===== src/rtl/stream_rx_checker_sat_counter.sv =====
// Saturating up-counter: increments on inc and holds at all-ones.
module sat_counter #(
  parameter int W = 16
) (
  input  logic         clk,
  input  logic         rst,
  input  logic         inc,
  output logic [W-1:0] count
);

  // Count register, saturating at all-ones.
  always_ff @(posedge clk or negedge rst) begin
    if (!rst) begin
      count <= '0;
    end else if (inc && (count != {W{1'b1}})) begin
      count <= count + W'(1);
    end
  end

endmodule


===== config.mk =====
export PLATFORM = sky130hd
export DESIGN_NAME = sat_counter
export DESIGN_NICKNAME = d
export VERILOG_FILES = /design/src/rtl/stream_rx_checker_sat_counter.sv
export SDC_FILE = /design/constraint.sdc
export NUM_CORES = 1
export LEC_CHECK = 0
export BUFFER_PORTS_ARGS = -buffer_cell sky130_fd_sc_hd__buf_4
export CORE_ASPECT_RATIO = 0.7
export CORE_MARGIN = 8
export CORE_UTILIZATION = 40
export CTS_CLUSTER_DIAMETER = 30
export DETAILED_ROUTE_END_ITERATION = 10
export PLACE_DENSITY = 0.7
export SYNTH_ARGS = -nofsm -noshare
export SYNTH_HDL_FRONTEND = slang
export SYNTH_SLANG_ARGS = --single-unit

===== constraint.sdc =====
create_clock -name clk -period 2.7 [get_ports clk]
set_input_delay 0.54 -clock clk [delete_from_list [all_inputs] [get_ports clk]]
set_output_delay 0.54 -clock clk [all_outputs]
set_load 0.03 [all_outputs]

* Word-level counts from Yosys, hierarchy flattened
Index checks and enable logic that the tools add are counted.
** Word-level totals
- Bits in registers :: 16
- Bits in latches :: 0
- RAM bits :: 0
- ROM bits :: 0
- Output and inout bits :: 16
- Logic and storage cells :: 4
- Memories :: 0
** Operators by class
- Add/sub/neg operators :: 1
- Multiply operators :: 0
- Divide/modulo/power cells :: 0
- Order comparisons :: 0
- Equality and inequality tests :: 1
- Shift-type cells :: 0
- Muxes and demuxes :: 0
- Bitwise gates (word level) :: 0
- Reductions and logical operators :: 1
** Operators with widths (number)
- 16-bit by 1-bit adder with 16-bit output, second input constant :: 1
- 16-bit != test, second input constant :: 1
- 1-bit logical AND :: 1

* Logic depth before layout (Yosys ltp)
- Depth after elaboration :: 2
- Mapped depth :: 5
- Depth with buffers taken out :: 5

* Worst setup path before layout
No wires, ideal clock.
- Path kind :: register to register
- Start point :: register count[13]
- End point :: register count[1]
- Setup time :: 128 ps
- Data arrival time :: 1543 ps
- Required time :: 2572 ps
- Slack :: 1029 ps
- Stages on the path, launching flop included :: 5
- Buffers on the path :: 0
- Clock period less this slack :: 1671 ps
- Cell sequence :: dfrtp_1 and4_1 nand3_4 o31ai_4 mux2_1
** Between the ends
- Longest elaborated chain between the ends :: 2
** RTL lines
- from (decl) :: line 8 : output logic [W-1:0] count
- from (signal assigned) :: line 16 : count <= count + W'(1);
- 16-bit != test :: line 15 : end else if (inc && (count != {W{1'b1}})) begin
- 1-bit logical AND :: line 15
No other way between the ends.
A chain may end at the register's enable or synchronous reset.

* Final worst setup path
Ends and elaborated chain as after synthesis.

==> impl_results.md <==
* Outcome: completed
* Share of cells above drive strength 1 at 33.3%
* Biggest register: count
* N_diodes at 0
* Post-synth net total at 76
* Grt ovf at 0
* ANT nets after route at 0
* Height of the chip at 54.8 um
* Max Slew Vio Count at 0
* GP Congestion at between 0.8 and 0.9
* 1st-iter DRT viols at 45
* Cell count after synthesis at 72
* WP data required at 2.87 ns
* Worst hold path type: in2async
* LEAKAGE at ~0.47 nW
* Filler cells at 188
* Total number of vias at around 690
* Cell Chain, Critical Path: and4_1, nand3_4, o31ai_4, mux2_1
* I/O pin count at 19
* Clock Skew at 0.00371 ns
* Synth unique cells at 27
* # resized after CTS at 0
* Hold WS at ~0.095 ns
* Largest family of logic cells by synthesized area: simple AND/OR/NAND/NOR gates
* Fin util at 50.2%
* Critical Path End Type: register
* Rows at 14
* Clock Path Buffers at 2
* Commonest non-fill, non-tap cell in the layout: buf_4
* CTS tree: done
* Clock latency on the worst-skew pair at 0.28 ns
* Register Area at ~400 um2
* Worst-Margin Slew at between 0.3 and 0.4 ns
* Vias in the first global route at 676
* Ys flop type: dfrtp_1
* CP max FO at 8
* Die area at 3910 um2
* Fmax at 606 MHz
* Final HPWL from detailed placement at about 1.5 mm
* Area after DPL at about 1000 um2
* Finished layout cell area at 1050 um2
* Cell Area, Synth at 860 um2
* Worst-path clk slew at 0.09 ns
* Maxcap violations at 0
* Arrival time worst endpoint at between 1.5 and 2 ns
* P&R area growth vs syn at 21.8%
* Relative max-transition margin at 74.8%
* Ys Warns at 0
* WL final at 1.88 mm
* Setup TNS at 0 ns
* Drc violations at 0
* Worst R2R Setup Slack at ~1.1 ns
* Post-synthesis async set-or-reset flop share at 100%
* Post-synthesis mux area share at 1.31%
* Wire per inst at 16.0 um
* Clock Sinks at 16
* H-Tree Depth at 1
* Xor/xnor share of the synthesized area at 7.13%
* TritonRoute pass-1 iters at 4
* RSZ-0062 raised after global routing: no
* EDFF count, synth at 0
* Synth Area in Compound Gates at 13.2%
* Kind of critical path: reg2reg
* Adder-Cell Fraction of Synth Area at 1.46%
* Non-Filler Instances at 117
* # port buffers at 18
* CTS Buf Count at 3
* CP Launch Type: register
* Seq cells post-synth at 16
* Final hold vios at 0
* Post-layout nets at 99
* Multi-input logic area at ~460 um2
* Seq/Total Area, Yosys at between 40% and 50%
* First-pass GRT wire length at 3.18 mm
* Endpoints failing setup at 0
* Via density at 5.86
* Most frequent cells in the layout: 18 x buf_4, 16 x dfrtp_1, 8 x nand4_1
* Simple-gate share of the synthesized area at approximately 30%
* Post-CTS Setup Inserts at 0
* Dpl cells at 114
* Root buf cell: clkbuf_4
* Pin count of the biggest net entering global routing at 17
* Tmin final at 1.65 ns
* Crit share post-route at 61.1%
* Peak VDD IR at around 0.22 mV
* Antenna violations before repair at 0
* DIE WIDTH at between 70 and 80 um
* Core ar. at 2080 um2
* Slowest cell on crit path: dfrtp_1
* Largest register FFs at 16
* Crit path largest cell delay at 0.47 ns
* Global-route usage over all layers at approximately a tenth
* Largest registers: count: 16 flops
* Synthesized area per cell at 11.9 um2
* Pwr dens at between 700 and 800 nW/um2
* Initial Utilization at 41.2%
* Hold buffers post-CTS at 0
-- path summary, 6_finish.rpt --
| kind | start | endpoint | cells past startpoint |
|---|---|---|---|
| worst min register to register | count[15] | count[15] | 1 |
| worst min-delay path | rst | count[7] | 1 |
| worst max register to register | count[13] | count[1] | 4 |
| worst max-delay path | count[13] | count[1] | 4 |
| max in group asynchronous | rst | count[1] | 1 |
| min in group clk | count[15] | count[15] | 1 |
-- per-stage QoR --
step	setup slack (ns)	power, W
floorplan	1.03	0.000537
CTS	1.05	0.000779
detailed placement	1.08	0.000656
global route	0.914	0.000819
finish	1.05	0.000768
global placement	1.09	0.000648
-- cell families after synthesis --
logic type	Yosys count
and+or+nand+nor	32
muxes	1
adders and majority gates	1
xor gates and xnor gates	7
AOI/OAI and AO/OA	15
DFF	16
-- critical path: cells and delay by family, from the launching register on --
kind	cells	cell delay (ns)
DFF	1	0.47
and+or+nand+nor	2	0.46
muxes	1	0.36
AOI/OAI and AO/OA	1	0.24
-- power by group --
part           switching, W  internal [W]
clock             0.0000707     0.0000518
sequential        0.0000784      0.000286
combinational      0.000173      0.000109
-- metal layers --
metal	track usage, %	share of wire, %	wire length (um)	vias to the layer above
met2	17.0	44	834	26
met4	1.03	0.53	10	0
li1	-	-	-	332
met5	0	0	0	-
met1	12.7	45	850	326
met3	5.85	9.7	182	2
-- cells in the mapped netlist (2+ instances only) --
master,n,area (um2)
dfrtp_1,16,400
nand4_1,8,50.1
nand3_1,5,25.0
o21a_1,5,37.5
xnor2_1,5,43.8
nand2_1,4,15.0
a21oi_1,3,15.0
a31oi_1,3,18.8
and3_1,2,12.5
nor2_1,2,7.51
nor4_4,2,42.5
xor2_1,2,17.5
-- layout make-up --
class	count	share of cell area [%]
tap	24	2.87
timing repair buffer	18	12.9
clock buffer	3	2.15
multi-input combinational	56	43.8
sequential	16	38.2
Note: power is estimated with default switching activity, not from simulation.
